**config.mk**
```make
export PLATFORM = sky130hd
export DESIGN_NAME = video_timing_gen_flat
export DESIGN_NICKNAME = d
export VERILOG_FILES = /design/src/rtl/vid_timing_pkg.sv /design/src/rtl/video_timing_gen_if.sv /design/src/rtl/vid_axis_cnt.sv /design/src/rtl/video_timing_gen.sv /design/src/flat_wrapper.sv
export SDC_FILE = /design/constraint.sdc
export NUM_CORES = 1
export LEC_CHECK = 0
export BUFFER_PORTS_ARGS = -buffer_cell sky130_fd_sc_hd__buf_2
export CAP_MARGIN = 20
export CORE_ASPECT_RATIO = 1.1
export CORE_MARGIN = 2
export CORE_UTILIZATION = 40
export DETAILED_ROUTE_END_ITERATION = 12
export GPL_TIMING_DRIVEN = 0
export PLACE_DENSITY_LB_ADDON = 0.05
export SLEW_MARGIN = 20
export SYNTH_ARGS = -nofsm -noshare
export SYNTH_HDL_FRONTEND = slang
export SYNTH_SLANG_ARGS = --single-unit
```
**constraint.sdc**
```tcl
create_clock -name clk -period 2.4 [get_ports clk]
set_clock_uncertainty 0.15 [all_clocks]
set_input_delay 0.24 -clock clk [delete_from_list [all_inputs] [get_ports clk]]
set_output_delay 0.24 -clock clk [all_outputs]
set_load 0.02 [all_outputs]
```
**src/rtl/vid_timing_pkg.sv**
```systemverilog
// Shared types for the raster timing generator: controller state encoding and
// standard video mode timing records.
package vid_timing_pkg;

    typedef enum logic [1:0] {
        IDLE  = 2'd0,
        RUN   = 2'd1,
        DRAIN = 2'd2
    } vtg_state_t;

    typedef struct packed {
        int unsigned h_sync;
        int unsigned h_bp;
        int unsigned h_active;
        int unsigned h_fp;
        int unsigned v_sync;
        int unsigned v_bp;
        int unsigned v_active;
        int unsigned v_fp;
    } vid_timing_t;

    localparam vid_timing_t TIMING_720P60  = '{40, 220, 1280, 110, 5, 20, 720, 5};
    localparam vid_timing_t TIMING_1080P60 = '{44, 148, 1920, 88, 5, 36, 1080, 4};
    localparam vid_timing_t TIMING_480P60  = '{96, 48, 640, 16, 2, 33, 480, 10};

    function automatic int unsigned h_total(vid_timing_t t);
        return t.h_sync + t.h_bp + t.h_active + t.h_fp;
    endfunction

    function automatic int unsigned v_total(vid_timing_t t);
        return t.v_sync + t.v_bp + t.v_active + t.v_fp;
    endfunction

endpackage

```
**src/rtl/video_timing_gen_if.sv**
```systemverilog
// Registered raster output bundle from the timing generator to the pixel
// source / encoder.
interface video_timing_gen_if #(
    parameter int CNT_W = 12
) ();
    logic             hsync;
    logic             vsync;
    logic             de;
    logic             sof;
    logic             sol;
    logic [CNT_W-1:0] col_addr;
    logic [CNT_W-1:0] row_addr;

    modport master (output hsync, vsync, de, sof, sol, col_addr, row_addr);
    modport slave  (input  hsync, vsync, de, sof, sol, col_addr, row_addr);
endinterface

```
**src/rtl/vid_axis_cnt.sv**
```systemverilog
// Wrap counter for one raster axis: counts 0..LAST on enabled cycles and
// flags the enabled cycle on which it wraps back to 0.
module vid_axis_cnt #(
    parameter int CNT_W = 12,
    parameter int LAST  = 1649
) (
    input  logic             clk,
    input  logic             rst,
    input  logic             en,
    output logic [CNT_W-1:0] cnt,
    output logic             wrap
);
    localparam logic [CNT_W-1:0] LAST_C = CNT_W'(LAST);

    assign wrap = en && (cnt == LAST_C);

    always_ff @(posedge clk) begin
        if (rst) begin
            cnt <= '0;
        end else if (en) begin
            cnt <= wrap ? '0 : cnt + CNT_W'(1);
        end
    end
endmodule

```
**src/rtl/video_timing_gen.sv**
```systemverilog
// Parametrised raster timing generator with pixel-clock enable and
// frame-aligned run/stop control.
//   state | meaning
//   IDLE  | counters parked at 0, idle output levels
//   RUN   | frames generated back to back
//   DRAIN | run dropped; current frame is finished before returning to IDLE
module video_timing_gen
    import vid_timing_pkg::*;
#(
    parameter int H_SYNC   = TIMING_720P60.h_sync,
    parameter int H_BP     = TIMING_720P60.h_bp,
    parameter int H_ACTIVE = TIMING_720P60.h_active,
    parameter int H_FP     = TIMING_720P60.h_fp,
    parameter int V_SYNC   = TIMING_720P60.v_sync,
    parameter int V_BP     = TIMING_720P60.v_bp,
    parameter int V_ACTIVE = TIMING_720P60.v_active,
    parameter int V_FP     = TIMING_720P60.v_fp,
    parameter bit HS_POL   = 1'b0,
    parameter bit VS_POL   = 1'b0,
    parameter int CNT_W    = 12
) (
    input  logic               clk,
    input  logic               rst,
    input  logic               pix_en,
    input  logic               run,
    output logic               busy,
    video_timing_gen_if.master vid
);
    localparam int H_TOTAL = H_SYNC + H_BP + H_ACTIVE + H_FP;
    localparam int V_TOTAL = V_SYNC + V_BP + V_ACTIVE + V_FP;

    localparam logic [CNT_W-1:0] H_SYNC_C    = CNT_W'(H_SYNC);
    localparam logic [CNT_W-1:0] V_SYNC_C    = CNT_W'(V_SYNC);
    localparam logic [CNT_W-1:0] H_ACT_FIRST = CNT_W'(H_SYNC + H_BP);
    localparam logic [CNT_W-1:0] H_ACT_LAST  = CNT_W'(H_SYNC + H_BP + H_ACTIVE - 1);
    localparam logic [CNT_W-1:0] V_ACT_FIRST = CNT_W'(V_SYNC + V_BP);
    localparam logic [CNT_W-1:0] V_ACT_LAST  = CNT_W'(V_SYNC + V_BP + V_ACTIVE - 1);

    vtg_state_t       state, state_nxt;
    logic [CNT_W-1:0] h_cnt, v_cnt;
    logic             cnt_en, h_wrap, v_wrap, gen;
    logic             hsync_d, vsync_d, de_d, sof_d, sol_d;
    logic [CNT_W-1:0] col_d, row_d;

    assign gen    = (state != IDLE);
    assign cnt_en = pix_en && gen;

    vid_axis_cnt #(.CNT_W(CNT_W), .LAST(H_TOTAL - 1)) u_h_cnt (
        .clk  (clk),
        .rst  (rst),
        .en   (cnt_en),
        .cnt  (h_cnt),
        .wrap (h_wrap)
    );

    vid_axis_cnt #(.CNT_W(CNT_W), .LAST(V_TOTAL - 1)) u_v_cnt (
        .clk  (clk),
        .rst  (rst),
        .en   (h_wrap),
        .cnt  (v_cnt),
        .wrap (v_wrap)
    );

    always_ff @(posedge clk) begin
        if (rst) begin
            state <= IDLE;
        end else begin
            state <= state_nxt;
        end
    end

    always_comb begin
        state_nxt = state;
        hsync_d   = ~HS_POL;
        vsync_d   = ~VS_POL;
        de_d      = 1'b0;
        sof_d     = 1'b0;
        sol_d     = 1'b0;
        col_d     = '0;
        row_d     = '0;

        // v_wrap is only ever true on an enabled cycle, so DRAIN exits at the last pixel.
        if (pix_en) begin
            unique case (state)
                IDLE:    if (run) state_nxt = RUN;
                RUN:     if (!run) state_nxt = DRAIN;
                DRAIN: begin
                    if (run)         state_nxt = RUN;
                    else if (v_wrap) state_nxt = IDLE;
                end
                default: state_nxt = IDLE;
            endcase
        end

        if (gen) begin
            if (h_cnt < H_SYNC_C) hsync_d = HS_POL;
            if (v_cnt < V_SYNC_C) vsync_d = VS_POL;
            sol_d = (h_cnt == '0);
            sof_d = (h_cnt == '0) && (v_cnt == '0);
            de_d  = (h_cnt >= H_ACT_FIRST) && (h_cnt <= H_ACT_LAST) &&
                    (v_cnt >= V_ACT_FIRST) && (v_cnt <= V_ACT_LAST);
            if (de_d) begin
                col_d = h_cnt - H_ACT_FIRST;
                row_d = v_cnt - V_ACT_FIRST;
            end
        end
    end

    // busy is registered with the decode so it rises with sof and falls after the last pixel.
    always_ff @(posedge clk) begin
        if (rst) begin
            vid.hsync    <= ~HS_POL;
            vid.vsync    <= ~VS_POL;
            vid.de       <= 1'b0;
            vid.sof      <= 1'b0;
            vid.sol      <= 1'b0;
            vid.col_addr <= '0;
            vid.row_addr <= '0;
            busy         <= 1'b0;
        end else if (pix_en) begin
            vid.hsync    <= hsync_d;
            vid.vsync    <= vsync_d;
            vid.de       <= de_d;
            vid.sof      <= sof_d;
            vid.sol      <= sol_d;
            vid.col_addr <= col_d;
            vid.row_addr <= row_d;
            busy         <= gen;
        end
    end
endmodule

```
**src/flat_wrapper.sv**
```systemverilog
// flat-port wrapper written by rule: the top's interface ports become plain ports
module video_timing_gen_flat import vid_timing_pkg::*;
#(
    parameter int H_SYNC   = TIMING_720P60.h_sync,
    parameter int H_BP     = TIMING_720P60.h_bp,
    parameter int H_ACTIVE = TIMING_720P60.h_active,
    parameter int H_FP     = TIMING_720P60.h_fp,
    parameter int V_SYNC   = TIMING_720P60.v_sync,
    parameter int V_BP     = TIMING_720P60.v_bp,
    parameter int V_ACTIVE = TIMING_720P60.v_active,
    parameter int V_FP     = TIMING_720P60.v_fp,
    parameter bit HS_POL   = 1'b0,
    parameter bit VS_POL   = 1'b0,
    parameter int CNT_W    = 12
)
  (clk, rst, pix_en, run, busy, vid_hsync, vid_vsync, vid_de, vid_sof, vid_sol, vid_col_addr, vid_row_addr);
  video_timing_gen_if #(.CNT_W(CNT_W)) vid_i ();
  input  logic clk;
  input  logic rst;
  input  logic pix_en;
  input  logic run;
  output logic busy;
  output wire logic [$bits(vid_i.hsync)-1:0] vid_hsync;
  output wire logic [$bits(vid_i.vsync)-1:0] vid_vsync;
  output wire logic [$bits(vid_i.de)-1:0] vid_de;
  output wire logic [$bits(vid_i.sof)-1:0] vid_sof;
  output wire logic [$bits(vid_i.sol)-1:0] vid_sol;
  output wire logic [$bits(vid_i.col_addr)-1:0] vid_col_addr;
  output wire logic [$bits(vid_i.row_addr)-1:0] vid_row_addr;
  assign vid_hsync = vid_i.hsync;
  assign vid_vsync = vid_i.vsync;
  assign vid_de = vid_i.de;
  assign vid_sof = vid_i.sof;
  assign vid_sol = vid_i.sol;
  assign vid_col_addr = vid_i.col_addr;
  assign vid_row_addr = vid_i.row_addr;
  video_timing_gen #(.H_SYNC(H_SYNC), .H_BP(H_BP), .H_ACTIVE(H_ACTIVE), .H_FP(H_FP), .V_SYNC(V_SYNC), .V_BP(V_BP), .V_ACTIVE(V_ACTIVE), .V_FP(V_FP), .HS_POL(HS_POL), .VS_POL(VS_POL), .CNT_W(CNT_W)) u_core (.clk(clk), .rst(rst), .pix_en(pix_en), .run(run), .busy(busy), .vid(vid_i));
endmodule
```
==> results.md, run 1 <==
* Syn Area/Cell at 8.225 um^2
* Detailed placement HPWL at 5190 um
* Placed Area at about 3300 um^2
* Max Cap Violations at 0
* DRT iter0 DRCs at 55
* CTS sink count at 56
* Clock Tree Root: clkbuf_8
* Synth Register Bits at 56
* WS Path Type: register to register
* Number of synthesized flops with an enable pin at 0
* Post-Synthesis Cell Area at approximately 3000 um^2
* Die area at between 8000 and 9000 um^2
* Antenna viol nets, final at 0
* Multi-input logic area at 1765 um^2
* Reg area at 1129 um^2
* Hold Crit Depth at 3
* Worst slew margin at ~64%
* H-tree depth at 2
* CTS tree: done
* Layout cells sized above 1 at 24.20%
* Hold Path Class: input pin to register
* Fin. Hold Viols at 0
* Warnings from Yosys at 0
* Cells after synthesis at 366
* CP startpoint kind: register
* Worst EP required at 2430 ps
* Pre-antenna DRT Iters at 4
* Static Leak at about 1.4 nW
* Maximum vdd drop at 0.0002925 V
* First-pass GRT wire length at 11630 um
* Post-synth top area cell: dfxtp_1
* Final core occ at 47.16%
* WP data arrival at 2340 ps
* Vias at 2533
* Setup ws final at between 90 and 100 ps
* Final WL at ~7000 um
* Die Wd at 86.72 um
* CTS buffer count at 5
* R2R depth at 7
* Max Clock Freq at roughly 430 MHz
* Synth top area share at 37.24%
* Synth unique cells at 44
* ANT cells at 0
* Min Tclk post-route at 2303 ps
* Commonest non-fill, non-tap cell in the layout: dfxtp_1
* Core area at 7391 um^2
* Cell Pwr Density at 463.7 nW/um^2
* Port bufs at 33
* WL/cell at 14.41 um
* Die H at between 90 and 100 um
* GRT overflow at 0
* Status: finished clean
* Main flop type after synthesis: dfxtp_1
* Synth Net Count at 381
* Pin count of the biggest net entering global routing at 17
* Antenna violations before repair at 0
* Part of the cycle the worst path needs at 95.97%
* Clk pin slew, worst setup/hold paths at 100 ps
* Area growth syn-to-layout at 15.79%
* Placer Congestion at 0.8068
* Clk Latency, worst-skew pair at 310 ps
* # DRC at 0
* Final setup vio count at 0
* Pre-CTS worst setup slack at -145.0 ps
* Clock buffer depth at 2
* FILL cells at 783
* Vias in the first global route at 2263
* Design Area, Final at 3486 um^2
* Fin nets at 419
* Post-synthesis sequential area ratio at 37.24%
* Setup tns final at 0 ps
* Site Rows at 33
* Starting density of the core at 40.73%
* Critical-path maximum fanout at 10
* Most frequent cells in the layout: dfxtp_1 (52), nand2_1 (49), buf_2 (36)
* CP endpoint kind: register
* Actual slew at the worst max-slew pin at 532.0 ps
* Vias/cell at 5.148
* Top post-synthesis cells by area: dfxtp_1 (37%), nand2_1 (6.1%), o21ai_2 (5.8%), ha_1 (4.6%), nor2_1 (4.0%)
* Ys async rst share at 0%
* I/O pin count at 34
* Total GRT Usage at 17.82%
* Pins Over Slew Limit at 0
-- area by class of cell --
cell class,instances,area share (%)
sequential,56,32.38
buffer,22,3.984
multi-input combinational,272,50.65
clock buffer,6,2.082
tap,87,3.123
timing repair buffer,38,5.815
clock inverter,2,1.005
inverter,9,0.9691
-- per-stage QoR --
step | cells | hold WS [ps] | power [mW]
floorplan | 366 | 190.8 | 0.9980
global placement | 486 | 279.0 | 1.020
detailed placement | 486 | 280.3 | 1.020
CTS | 493 | 49.18 | 1.639
global route | 492 | 62.50 | 1.684
finish | 492 | 50.74 | 1.616
-- critical path: stages (launching register included) --
cell and delay, ps:
dfxtp_1 340, buf_2 190, or4_4 570, nor4_4 340, buf_6 180, nand4_1 180, nand3_1 150, a21oi_1 70
-- state kept, by name, indices dropped and copies added (netlist names) --
signal / flops
u_core.state: 2
u_core.u_v_cnt.cnt: 12
u_core.vid.row_addr: 12
u_core.u_h_cnt.cnt: 12
u_core.vid.sol: 1
u_core.vid.vsync: 1
u_core.vid.col_addr: 12
u_core.busy: 1
u_core.vid.de: 1
u_core.vid.sof: 1
u_core.vid.hsync: 1
-- what timing repair did --
item                       in CTS  in global routing
gates resized for setup         4                 22
hold buffers                    0                  0
buffers inserted                0                  5
pin swaps                       1                  6
setup endpoints to repair      40                 41
gates cloned                    0                  0
-- cell families (layout without fill, tap and decap cells) --
family / after synthesis / count (layout) / share of synthesized area, %
muxes: 2 / 2 / 0.7066
DFF: 56 / 56 / 37.24
and+or+nand+nor: 162 / 162 / 28.10
adders and majority gates: 11 / 11 / 4.572
buffers and inverters: 38 / 77 / 6.317
AOI/OAI and AO/OA: 71 / 71 / 15.50
xor gates and xnor gates: 26 / 26 / 7.564
-- routing by layer --
layer	vias up	share of wire, %	GRT usage (%)
met5	-	0	0
li1	1329	-	-
met2	42	44	27.50
met1	1155	52	25.93
met3	7	2.7	2.448
met4	0	1.0	4.818
-- power by group --
part / switching (mW) / internal [mW]
logic: 0.0401 / 0.0178
clock network: 0.309 / 0.310
registers: 0.00516 / 0.933
-- synth_stat cells, types with 3 or more instances --
| master | n |
|---|---|
| dfxtp_1 | 56 |
| nand2_1 | 49 |
| nor2_1 | 32 |
| clkbuf_1 | 21 |
| a21oi_1 | 20 |
| o21ai_2 | 20 |
| nand3_1 | 17 |
| o21ai_0 | 16 |
| xnor2_1 | 13 |
| xor2_1 | 13 |
| ha_1 | 11 |
| nor3_1 | 10 |
| inv_1 | 9 |
| nand2b_1 | 9 |
| nor2b_1 | 7 |
| a31oi_1 | 6 |
| nand4b_1 | 6 |
| or4_1 | 5 |
| and3_1 | 4 |
| buf_2 | 4 |
| nand4_1 | 4 |
| nor4_1 | 4 |
| o211ai_1 | 3 |
-- final timing paths --
kind | slack [ps] | start | endpoint
max | 100 | u_core.u_v_cnt.cnt[4] | u_core.state[1]
min | 50 | run | u_core.state[0]
max reg2reg | 100 | u_core.u_v_cnt.cnt[4] | u_core.state[1]
min reg2reg | 290 | u_core.vid.de | u_core.vid.de
Note: power is estimated with default switching activity, not from simulation.
==> inputs of run 2 (changes only) <==
Settings changed: BUFFER_PORTS_ARGS -buffer_cell sky130_fd_sc_hd__buf_2 to default, DONT_BUFFER_PORTS from default to 1.
==> results.md, run 2 (synthesis results as in run 1) <==
* RSZ-0062 raised after global routing: true
* Layout cells sized above 1 at 17.99% (was 24.20%)
* I/O pin count at 34 (unchanged)
* Fin. Hold Viols at 0 (unchanged)
* Worst EP required at 2440 ps (was 2430 ps)
* Port bufs at 0 (was 33)
* Placed Area at 3119 um^2 (was 3284 um^2)
* Cell Pwr Density at 488.0 nW/um^2 (was 463.7 nW/um^2)
* Inst Count DP at 453 (was 486)
* Pin count of the biggest net entering global routing at 19 (was 17)
* Site Rows at 33 (unchanged)
* Setup ws final at 84.59 ps (was 96.71 ps)
* Reg-to-reg critical path startpoint: u_core.u_v_cnt.cnt[8] (was u_core.u_v_cnt.cnt[4])
* # DRC at 0 (unchanged)
* Crit path top cell by count: buf_4
* Crit path buf inv count at 3 (was 2)
* Die Wd at 86.72 um (unchanged)
* Fin nets at 392 (was 419)
* First-pass GRT wire length at 11650 um (was 11630 um)
* Detailed placement HPWL at 5190 um (about the same)
* CTS sink count at 56 (unchanged)
* WL/cell at 15.45 um (was 14.41 um)
* Clk Latency, worst-skew pair at 310 ps (about the same)
* Final setup vio count at 0 (unchanged)
* Commonest non-fill, non-tap cell in the layout: dfxtp_1 (unchanged)
* Max Clock Freq at 431.9 MHz (was 434.2 MHz)
* Vias at 2503 (was 2533)
* Core area at 7391 um^2 (unchanged)
* Die area at 8237 um^2 (unchanged)
* Starting density of the core at 40.73% (unchanged)
* Static Leak at 1.250 nW (was 1.392 nW)
* CP max stage delay at 530 ps (was 570 ps)
* CTS buffer count at 5 (unchanged)
* Status: finished clean (unchanged)
* Actual slew at the worst max-slew pin at 587.2 ps (was 532.0 ps)
* Vias/cell at 5.383 (was 5.148)
* CP Cell Sequence: buf_4 -> or4_4 -> nor4_4 -> buf_6 -> buf_4 -> nand2_1 -> a31oi_1 -> nor2_1 (was buf_2 -> or4_4 -> nor4_4 -> buf_6 -> nand4_1 -> nand3_1 -> a21oi_1)
* Pins Over Slew Limit at 0 (unchanged)
* Min Tclk post-route at 2315 ps (was 2303 ps)
* Clk pin slew, worst setup/hold paths at 110 ps (was 100 ps)
* Hold Path Class: input pin to register (unchanged)
* Total GRT Usage at 17.97% (was 17.82%)
* WP data arrival at 2360 ps (was 2340 ps)
* R2R depth at 8 (was 7)
* CP startpoint kind: register (unchanged)
* Antenna violations before repair at 0 (unchanged)
* DRT iter0 DRCs at 109 (was 55)
* Placer Congestion at 0.7949 (was 0.8068)
* ANT cells at 0 (unchanged)
* R2r setup slk at 80 ps (was 100 ps)
* WS Path Type: register to register (unchanged)
* CTS tree: done (unchanged)
* Critical-path maximum fanout at 10 (unchanged)
* Final core occ at 45.45% (was 47.16%)
* Critical-path top delay cell: or4_4 (unchanged)
* Die H at 94.99 um (unchanged)
* Pre-antenna DRT Iters at 4 (unchanged)
* H-tree depth at 2 (unchanged)
* Vias in the first global route at 2289 (was 2263)
* Reg2reg end: u_core.u_v_cnt.cnt[2] (was u_core.state[1])
* CP endpoint kind: register (unchanged)
* Hold path start: run (unchanged)
* Antenna viol nets, final at 0 (unchanged)
* Clock buffer depth at 2 (unchanged)
* Max Cap Violations at 0 (unchanged)
* Hold Crit Depth at 3 (unchanged)
* Design Area, Final at 3359 um^2 (was 3486 um^2)
* Fin cells at 465 (was 492)
* Part of the cycle the worst path needs at 96.48% (was 95.97%)
* FILL cells at 723 (was 783)
* Final WL at 7183 um (was 7089 um)
* Hold path endpoint: u_core.state[1] (was u_core.state[0])
* CP top delay family: simple AND/OR/NAND/NOR gates (unchanged)
* Pre-CTS worst setup slack at -136.7 ps (was -145.0 ps)
* Most frequent cells in the layout: dfxtp_1 (52), nand2_1 (49), nor2_1 (32) (was dfxtp_1 (52), nand2_1 (49), buf_2 (36))
* GRT overflow at 0 (unchanged)
* Area growth syn-to-layout at 11.60% (was 15.79%)
* Maximum vdd drop at 0.0002557 V (was 0.0002925 V)
* Worst slew margin at 60.71% (was 64.40%)
* Worst hold slack at 46.89 ps (was 50.74 ps)
* Clock Tree Root: clkbuf_8 (unchanged)
run 2: worst reg2reg max path: cells and delay by family (launching register included):
family / cells / cell delay, ps
buffers and inverters: 3 / 480
AO/OA/AOI/OAI: 1 / 190
AND/OR/NAND/NOR: 4 / 1070
flip-flops: 1 / 330
run 2: area by class of cell:
| type | count | area (um^2) | area share, % |
|---|---|---|---|
| Tap cell | 87 | 108.9 | 3.240 |
| Sequential cell | 56 | 1126 | 33.52 |
| Clock inverter | 3 | 47.55 | 1.415 |
| Clock buffer | 5 | 68.82 | 2.048 |
| Buffer | 23 | 148.9 | 4.432 |
| Inverter | 9 | 33.78 | 1.006 |
| Multi-Input combinational cell | 272 | 1745 | 51.96 |
| Timing Repair Buffer | 10 | 80.08 | 2.384 |
run 2: how the worst max path moves through the flow:
stage	from	end	slack, ps	cells past startpoint
final	u_core.u_v_cnt.cnt[8]	u_core.u_v_cnt.cnt[2]	80	8
after global routing	u_core.u_h_cnt.cnt[8]	u_core.u_v_cnt.cnt[8]	-7	6
after CTS	u_core.u_h_cnt.cnt[2]	u_core.vid.col_addr[10]	20	8
after detailed placement	u_core.u_h_cnt.cnt[2]	u_core.u_v_cnt.cnt[2]	-140	7
after global placement	u_core.u_h_cnt.cnt[2]	u_core.u_v_cnt.cnt[2]	-130	7
after floorplan	u_core.u_h_cnt.cnt[8]	u_core.u_v_cnt.cnt[2]	280	6
run 2: power breakdown:
group / switching [mW] / internal, mW / leakage (nW) / total (mW)
sequential: 0.00828 / 0.934 / 0.454 / 0.943
clock: 0.330 / 0.315 / 0.0583 / 0.645
combinational: 0.0350 / 0.0167 / 0.738 / 0.0517
run 2: what timing repair did:
| action | 4_1_cts | 5_1_grt |
|---|---|---|
| hold buffers | 2 | 0 |
| pin swaps | 0 | 5 |
| endpoints found under the hold margin | 3 | 0 |
| resized for setup | 4 | 27 |
| buffers inserted | 0 | 8 |
| setup endpoints to repair | 40 | 44 |
run 2: layer usage:
metal	share of wire [%]	vias up	GRT usage [%]
li1	-	1279	-
met1	49	1146	25.47
met2	45	70	27.88
met3	5.2	8	4.196
met4	0.96	0	3.646
met5	0	-	0
run 2: per-stage QoR:
| step | TNS, ps | power (mW) |
|---|---|---|
| 6_report | 0 | 1.639 |
| 5_1_grt | -7.161 | 1.702 |
| 4_1_cts | 0 | 1.666 |
| 3_5_place_dp | -1126 | 1.013 |
| 3_3_place_gp | -909.4 | 1.012 |
| 2_1_floorplan | 0 | 0.9980 |
